<file path="src/rtl/seg7_pkg.sv">
// seg7_pkg -- shared definitions for the 7-segment display blocks.
//
// Holds the segment pattern of every hex digit ({g,f,e,d,c,b,a}, 1 = lit),
// the blank pattern, the reader FSM state type and the hex-to-segment
// encoder function. The encoder and the decoder both work from these
// constants, so the two directions always agree.
package seg7_pkg;

  localparam logic [6:0] SEG_0     = 7'b0111111;
  localparam logic [6:0] SEG_1     = 7'b0000110;
  localparam logic [6:0] SEG_2     = 7'b1011011;
  localparam logic [6:0] SEG_3     = 7'b1001111;
  localparam logic [6:0] SEG_4     = 7'b1100110;
  localparam logic [6:0] SEG_5     = 7'b1101101;
  localparam logic [6:0] SEG_6     = 7'b1111101;
  localparam logic [6:0] SEG_7     = 7'b0000111;
  localparam logic [6:0] SEG_8     = 7'b1111111;
  localparam logic [6:0] SEG_9     = 7'b1101111;
  localparam logic [6:0] SEG_A     = 7'b1110111;
  localparam logic [6:0] SEG_B     = 7'b1111100;
  localparam logic [6:0] SEG_C     = 7'b0111001;
  localparam logic [6:0] SEG_D     = 7'b1011110;
  localparam logic [6:0] SEG_E     = 7'b1111001;
  localparam logic [6:0] SEG_F     = 7'b1110001;
  localparam logic [6:0] SEG_BLANK = 7'b0000000;

  typedef enum logic [1:0] {
    ST_IDLE    = 2'd0,  // no digit collected yet
    ST_COLLECT = 2'd1,  // some, but not all, digits collected
    ST_EMIT    = 2'd2   // frame just published (one cycle)
  } state_t;

  // Hex-to-segment encoder used by the display driver side.
  function automatic logic [6:0] hex_to_seg(input logic [3:0] hex);
    logic [6:0] pat;
    case (hex)
      4'h0: pat = SEG_0;
      4'h1: pat = SEG_1;
      4'h2: pat = SEG_2;
      4'h3: pat = SEG_3;
      4'h4: pat = SEG_4;
      4'h5: pat = SEG_5;
      4'h6: pat = SEG_6;
      4'h7: pat = SEG_7;
      4'h8: pat = SEG_8;
      4'h9: pat = SEG_9;
      4'hA: pat = SEG_A;
      4'hB: pat = SEG_B;
      4'hC: pat = SEG_C;
      4'hD: pat = SEG_D;
      4'hE: pat = SEG_E;
      default: pat = SEG_F;
    endcase
    return pat;
  endfunction

endpackage

</file>
<file path="src/rtl/seg7_decode.sv">
// seg7_decode -- combinational segment-pattern to hex-nibble decoder.
//
// Ports:
//   pattern  in  7  segment lines {g,f,e,d,c,b,a}, 1 = lit
//   nibble   out 4  decoded hex value (0 when not decodable)
//   valid    out 1  pattern is one of the 16 hex glyphs
//   blank    out 1  pattern has no segment lit
module seg7_decode
  import seg7_pkg::*;
(
  input  logic [6:0] pattern,
  output logic [3:0] nibble,
  output logic       valid,
  output logic       blank
);

  always_comb begin
    nibble = 4'h0;
    valid  = 1'b1;
    blank  = (pattern == SEG_BLANK);
    case (pattern)
      SEG_0:   nibble = 4'h0;
      SEG_1:   nibble = 4'h1;
      SEG_2:   nibble = 4'h2;
      SEG_3:   nibble = 4'h3;
      SEG_4:   nibble = 4'h4;
      SEG_5:   nibble = 4'h5;
      SEG_6:   nibble = 4'h6;
      SEG_7:   nibble = 4'h7;
      SEG_8:   nibble = 4'h8;
      SEG_9:   nibble = 4'h9;
      SEG_A:   nibble = 4'hA;
      SEG_B:   nibble = 4'hB;
      SEG_C:   nibble = 4'hC;
      SEG_D:   nibble = 4'hD;
      SEG_E:   nibble = 4'hE;
      SEG_F:   nibble = 4'hF;
      default: valid  = 1'b0;
    endcase
  end

endmodule

</file>
<file path="src/rtl/seg7_reader.sv">
// seg7_reader -- recovers the hex value shown on a multiplexed 4-digit
// 7-segment display by snooping its segment and digit-enable lines.
//
// Each {seg,dig_en} pair must be seen unchanged for STABLE_CYCLES samples
// before it counts as a digit. Captured digits are collected per slot;
// once all four slots are filled the frame is published on data with a
// one-cycle data_valid pulse. An undecodable glyph aborts the frame and
// pulses err.
//
// Ports:
//   clk         in  1   clock, rising edge
//   rst         in  1   synchronous active-high reset
//   seg         in  7   segment lines {g,f,e,d,c,b,a}, 1 = lit
//   dig_en      in  4   one-hot digit enable, bit i = digit i
//   data        out 16  last complete frame, digit i in data[4i+3:4i]
//   data_valid  out 1   pulse when data is updated
//   err         out 1   pulse when an undecodable glyph is captured
module seg7_reader
  import seg7_pkg::*;
#(
  parameter int STABLE_CYCLES = 4
) (
  input  logic        clk,
  input  logic        rst,
  input  logic [6:0]  seg,
  input  logic [3:0]  dig_en,
  output logic [15:0] data,
  output logic        data_valid,
  output logic        err
);

  localparam int              CW      = $clog2(STABLE_CYCLES + 1);
  localparam logic [CW-1:0]   CNT_MAX = CW'(STABLE_CYCLES);

  // ---------------------------------------------------------------
  // Stability filter
  // ---------------------------------------------------------------
  logic [10:0]   pair;
  logic          pair_ok;
  logic [10:0]   sample_reg;
  logic [CW-1:0] cnt_reg, cnt_next;
  logic          fresh_reg, fresh_next;

  assign pair    = {seg, dig_en};
  assign pair_ok = $onehot(dig_en);

  always_comb begin
    cnt_next = cnt_reg;
    if (!pair_ok) begin
      cnt_next = '0;
    end else if (pair != sample_reg) begin
      cnt_next = CW'(1);
    end else if (cnt_reg != CNT_MAX) begin
      cnt_next = cnt_reg + CW'(1);
    end
    // Fires only on the transition into saturation, so a long hold yields
    // exactly one capture.
    fresh_next = pair_ok && (cnt_next == CNT_MAX) && (cnt_reg != CNT_MAX);
  end

  always_ff @(posedge clk) begin
    if (rst) begin
      sample_reg <= '0;
      cnt_reg    <= '0;
      fresh_reg  <= 1'b0;
    end else begin
      sample_reg <= pair;
      cnt_reg    <= cnt_next;
      fresh_reg  <= fresh_next;
    end
  end

  // ---------------------------------------------------------------
  // Capture decode. While fresh_reg is high, sample_reg still holds the
  // pair that completed the hold, and its dig_en field is one-hot.
  // ---------------------------------------------------------------
  logic [3:0] cap_nibble;
  logic       cap_valid;
  logic       cap_blank;
  logic [3:0] cap_sel;

  assign cap_sel = sample_reg[3:0];

  seg7_decode u_decode (
    .pattern (sample_reg[10:4]),
    .nibble  (cap_nibble),
    .valid   (cap_valid),
    .blank   (cap_blank)
  );

  // ---------------------------------------------------------------
  // Frame collection FSM
  // ---------------------------------------------------------------
  state_t      state_reg, state_next;
  logic [3:0]  mask_reg, mask_next;
  logic [15:0] data_reg, data_next;
  logic        data_valid_reg, data_valid_next;
  logic        err_reg, err_next;
  logic        slot_we;
  logic [3:0]  slot_reg  [4];
  logic [3:0]  slot_next [4];
  logic [15:0] frame;

  // Captures landing in EMIT are dropped; blanks never count.
  assign slot_we = fresh_reg && !cap_blank && cap_valid && (state_reg != ST_EMIT);

  for (genvar gi = 0; gi < 4; gi++) begin : g_slot
    assign slot_next[gi]      = (slot_we && cap_sel[gi]) ? cap_nibble : slot_reg[gi];
    assign frame[4*gi +: 4]   = slot_next[gi];

    always_ff @(posedge clk) begin
      if (rst) begin
        slot_reg[gi] <= 4'h0;
      end else begin
        slot_reg[gi] <= slot_next[gi];
      end
    end
  end

  always_comb begin
    state_next      = state_reg;
    mask_next       = mask_reg;
    data_next       = data_reg;
    data_valid_next = 1'b0;
    err_next        = 1'b0;

    case (state_reg)
      ST_EMIT: begin
        state_next = ST_IDLE;
      end
      default: begin
        if (fresh_reg && !cap_blank) begin
          if (!cap_valid) begin
            err_next   = 1'b1;
            mask_next  = 4'b0000;
            state_next = ST_IDLE;
          end else if ((mask_reg | cap_sel) == 4'b1111) begin
            // Completing digit: publish the frame including this nibble.
            data_next       = frame;
            data_valid_next = 1'b1;
            mask_next       = 4'b0000;
            state_next      = ST_EMIT;
          end else begin
            mask_next  = mask_reg | cap_sel;
            state_next = ST_COLLECT;
          end
        end
      end
    endcase
  end

  always_ff @(posedge clk) begin
    if (rst) begin
      state_reg      <= ST_IDLE;
      mask_reg       <= 4'b0000;
      data_reg       <= 16'h0000;
      data_valid_reg <= 1'b0;
      err_reg        <= 1'b0;
    end else begin
      state_reg      <= state_next;
      mask_reg       <= mask_next;
      data_reg       <= data_next;
      data_valid_reg <= data_valid_next;
      err_reg        <= err_next;
    end
  end

  assign data       = data_reg;
  assign data_valid = data_valid_reg;
  assign err        = err_reg;

endmodule

</file>
<file path="config.mk">
export PLATFORM = sky130hd
export DESIGN_NAME = seg7_reader
export DESIGN_NICKNAME = d
export VERILOG_FILES = /design/src/rtl/seg7_pkg.sv /design/src/rtl/seg7_decode.sv /design/src/rtl/seg7_reader.sv
export SDC_FILE = /design/constraint.sdc
export NUM_CORES = 1
export LEC_CHECK = 0
export ABC_AREA = 1
export ABC_CLOCK_PERIOD_IN_PS = 2600
export CAP_MARGIN = 25
export CELL_PAD_IN_SITES_DETAIL_PLACEMENT = 1
export CELL_PAD_IN_SITES_GLOBAL_PLACEMENT = 1
export CORE_MARGIN = 2
export CORE_UTILIZATION = 40
export CTS_CLUSTER_SIZE = 30
export DETAILED_ROUTE_END_ITERATION = 10
export GPL_ROUTABILITY_DRIVEN = 1
export HOLD_SLACK_MARGIN = 0.08
export PLACE_DENSITY_LB_ADDON = 0.1
export SLEW_MARGIN = 20
export SYNTH_ARGS = -nofsm -noshare
export SYNTH_HDL_FRONTEND = slang
export SYNTH_HIERARCHICAL = 1
export SYNTH_SLANG_ARGS = --single-unit
</file>
<file path="constraint.sdc">
create_clock -name clk -period 2.6 [get_ports clk]
set_clock_uncertainty 0.15 [all_clocks]
set_input_delay 0.39 -clock clk [delete_from_list [all_inputs] [get_ports clk]]
set_output_delay 0.39 -clock clk [all_outputs]
set_load 0.03 [all_outputs]
</file>
; ---- Yosys cells after proc, flatten, opt, wreduce, memory -nomap -nowiden
; Memory sizes are Yosys's and may differ from the RTL's.
; Index checks and enable logic that the tools add are counted.
[op_classes]
n_addsub = 4
eq_ne = 23
n_mux = 22
bitwise = 8
n_reduce_logical = 17
[op_table]
columns = cell, count
row1 = $eq 7x7->1 const B, 12
row2 = $pmux 4 s15, 1
row3 = $mux 4, 10
row4 = $reduce_or 16->1, 1
row5 = $eq 7x3->1 const B, 2
row6 = $eq 7x6->1 const B, 2
row7 = $ne 11x11->1, 1
row8 = $logic_and 1x1->1, 9
row9 = $mux 3, 3
row10 = $logic_not 7->1, 1
row11 = $mux 1, 6
row12 = $add 1x1->2, 2
row13 = $eq 4x4->1 const B, 1
row14 = $mux 2, 2
row15 = $or 1x1->1, 4
row16 = $or 4x4->4, 1
row17 = $reduce_and 4->1, 1
row18 = $reduce_or 4->1, 1
row19 = $add 2x2->3, 1
row20 = $add 3x1->3 const B, 1
row21 = $eq 3x1->1 const B, 1
row22 = $eq 3x3->1 const B, 1
row23 = $ne 3x3->1 const B, 1
row24 = $not 1->1, 3
row25 = 6 further kinds, 6
[totals]
ff_bits = 39
ram_bits = 16
output_inout_bits = 18
wordCells = 83
mem_count = 1
[memory_table]
columns = memory, depth, width, read_ports, rd_clocked_by_memory_dff, write_ports, line
row1 = slot_reg, 4, 4, 4, 0, 4, seg7_reader.sv:100  ; logic [3:0] slot_reg [4];

; ---- Longest topological paths before layout
[logic_depth]
ltp_word = 8
ltp_mapped = 14
mapped_depth_nobuf = 13

; ---- Hierarchy
; The synthesis kept the hierarchy.
[modules_own_cells]
columns = module, instances, cells_each, area_each_um2, seq_area_each_um2
row1 = seg7_reader, 1, 297, 2247.2, 1101.1
row2 = seg7_decode, 1, 69, 322.8, 0.0

; ---- Worst setup path after synthesis
; Ideal clock, no wire load.
[synth_timing]
kind = input-to-reg
startpoint = in dig_en[0]
endpoint = reg fresh_reg
setup_ns = 0.070
arrival_time_ns = 1.964
path_slack_ns = 0.416
path_stages = 10
cell_sequence = inv_1 -> fa_1 -> inv_1 -> ha_1 -> ha_1 -> nor2_1 -> nand2_1 -> nor2_1 -> nand4_1 -> a21oi_1
[synth_via]
elab_chain_cells = 7
elab_cells_between_ends = 9
classes_between = add/sub: 2 / eq/ne: 3 / mux: 2 / reduce/logical: 2
[synth_rtl]
columns = element, line
row1 = start: declaration, seg7_reader.sv:26  ; input logic [3:0] dig_en,
row2 = $add 1x1->2 (not written as such), seg7_reader.sv:45  ; assign pair_ok = $onehot(dig_en);
row3 = $add 2x2->3 (not written as such), seg7_reader.sv:45
row4 = $eq 3x1->1, seg7_reader.sv:45
row5 = $mux 3, seg7_reader.sv:49  ; if (!pair_ok) begin
row6 = $eq 3x3->1, seg7_reader.sv:58  ; fresh_next = pair_ok && (cnt_next == CNT_MAX) && (cnt_reg != CNT_MAX);
row7 = $logic_and 1x1->1 (*) (2 in series), seg7_reader.sv:58
row8 = end signal: assignment, seg7_reader.sv:69  ; fresh_reg <= fresh_next;
row9 = end: declaration, seg7_reader.sv:42  ; logic fresh_reg, fresh_next;
; Every way passes the cells marked *; elsewhere a longest branch is shown, timed or not.
; A chain may end at the register's enable or synchronous reset.

; ---- Final worst setup path
; Same ends and word-level chain as after synthesis.

==> impl_metrics.tcl <==
set metrics [dict create \
    cts_tree "done" \
    p_per_area_nw_per_um2 519 \
    fin_cells 480 \
    tightest_slew_ns 0.529 \
    status "complete, no violations" \
    htreeDepth 2 \
    crit_required_ns 2.70 \
    synth_edf_count 0 \
    leakage_nw 1.50 \
    grt_max_degree 34 \
    final_cell_mix "87 x nand2_1, 59 x inv_1, 55 x dfxtp_1" \
    synth_top_area_share 0.428 \
    die_w_um 84.2 \
    syn_nets 384 \
    synthTopCellsByArea "dfxtp_1 43%, nand2_1 13%, inv_1 8.6%" \
    clock-sinks 55 \
    io_pins 31 \
    wirelength_um 6130 \
    syn_area_per_cell_um2 7.02 \
    hold_path.class "register to register" \
    root_buffer "clkbuf_8" \
    via_count 2310 \
    area_delta_synth_final_pct 20.9 \
    rsz0062_at_grt "false" \
    antenna_left 0 \
    antenna_found_initial 0 \
    hold_violations 0 \
    numCtsBuffers 5 \
    post-route-drc-count 0 \
    ys.flop_type "dfxtp_1" \
    max_slew_margin 0.647 \
    grt_usage 0.178 \
    maxSlewViolCount 0 \
    final_util 0.495 \
    maxCapViolations 0 \
    path_clk_slew_ns 0.10 \
    netlist_instances 366 \
    critPathMaxFanout 2 \
    endpoint_kind "register" \
    wl_per_cell_um 12.8 \
    drt-initial-drc-count 102 \
    io_buffers 30 \
    nets 420 \
    dieArea_um2 7080 \
    core_area_um2 6280 \
    worst_setup_path_start_kind "input port" \
    drt-vias-per-instance 4.81 \
    dp_hpwl_um 4410 \
    die_h_um 84.2 \
    ir_drop_uv 275 \
    grt_first_pass_wirelength_um 10300 \
    fill_cells 802 \
    synth_cell_type_count 29 \
    final_area_um2 3110 \
    clock_path_buffers 2 \
    worstSetupPathType "input port to register" \
    grt_pass1_vias 2275 \
    clk-insertion-delay-late_ns 0.31 \
    finalCritPeriodShare 0.937 \
    timing.hold.ws_ns 0.320 \
    critPathArrivalTime_ns 2.53 \
    postPlaceCellArea_um2 2970 \
    async_reset_ff_frac 0 \
    rows 29 \
    final_common_cell "nand2_1" \
    firstDrtPassIters 4 \
    synth-seq-cells 55 \
    dp_cells 471 \
    antenna_cells 0 \
    fmax_mhz 411 \
    min_period_ns 2.44 \
    ys.warnings.count 6 \
    synth_area_um2 2570 \
    place.gp.congestion 0.754 \
    initial_utilization 0.409 \
    drive_gt1_frac 0.0943 \
    yosysSeqAreaShare 0.428 \
    setup_violations 0 \
    fin_ws_ns 0.164 \
    post-place-ws_ns -0.204 \
    grt_overflow 0 \
    synth_area_leader_cell "dfxtp_1" \
]
[cell families after synthesis]
kind of cell / count (synthesis) / synth area share
buffers and inverters: 71 / 0.111
AO/OA/AOI/OAI: 58 / 0.113
AND/OR/NAND/NOR: 173 / 0.306
flip-flops: 55 / 0.428
adder cells (fa/ha/maj): 5 / 0.0273
XOR/XNOR: 4 / 0.0136
[timing repair]
action / CTS / global route
setup buffers: 0 / 0
endpoints found under the setup margin: 0 / 21
hold endpoints to repair: 0 / 0
hold buffers: 0 / 0
gates resized for setup: 0 / 8
[final timing paths]
| path | slack [ns] | endpoint | depth (start not counted) | from |
|---|---|---|---|---|
| max reg2reg | 0.26 | data[12]$_SDFFE_PP0P_ | 11 | sample_reg[9]$_SDFF_PP0_ |
| max | 0.16 | fresh_reg$_SDFF_PP0_ | 11 | dig_en[0] |
| min | 0.32 | mask_reg[2]$_SDFFE_PP0P_ | 2 | mask_reg[2]$_SDFFE_PP0P_ |
| min reg2reg | 0.32 | mask_reg[2]$_SDFFE_PP0P_ | 2 | mask_reg[2]$_SDFFE_PP0P_ |
[critical path: stages]
cell             delay (ns)
clkdlybuf4s50_1        0.47
inv_1                  0.07
fa_1                   0.53
inv_1                  0.04
ha_1                   0.17
ha_1                   0.29
nor2_2                 0.13
nand2_1                0.07
nor2_1                 0.13
nand4_1                0.09
a21oi_1                0.13
[synth_stat cells, types with 3 or more instances]
master,n
o21ai_0,20
nor2_4,3
dfxtp_1,55
nand3_2,3
o21ai_1,13
inv_1,59
nor2_1,52
a21oi_1,25
xnor2_1,3
nand2_1,87
nor3_1,5
nand2_2,3
ha_1,4
clkbuf_1,5
nand3_1,7
[metal layers]
| layer | global-route usage | part of all wire | up-vias |
|---|---|---|---|
| met2 | 0.304 | 0.48 | 18 |
| met4 | 0.0572 | 0.0093 | 0 |
| met3 | 0.0265 | 0.019 | 5 |
| li1 | - | - | 1198 |
| met1 | 0.233 | 0.49 | 1089 |
| met5 | 0 | 0 | - |
[per-stage QoR]
stage | power (W) | TNS, ns
3_5_place_dp | 0.00102 | -0.378
5_1_grt | 0.00168 | 0
6_report | 0.00161 | 0
3_3_place_gp | 0.00101 | -0.209
2_1_floorplan | 0.000962 | 0
4_1_cts | 0.00162 | 0
[layout make-up]
class / count / area (um^2) / area share
Clock inverter: 2 / 38.8 / 0.0125
Tap cell: 77 / 96.3 / 0.0310
Timing Repair Buffer: 37 / 353 / 0.114
Multi-Input combinational cell: 241 / 1200 / 0.386
Inverter: 62 / 235 / 0.0757
Clock buffer: 6 / 82.6 / 0.0266
Sequential cell: 55 / 1100 / 0.354
[where the power goes]
group / internal [W] / switching, W
logic: 0.0000583 / 0.0000732
clock network: 0.000317 / 0.000295
registers: 0.000853 / 0.0000152
No activity file was read; power rests on OpenSTA's default activity.
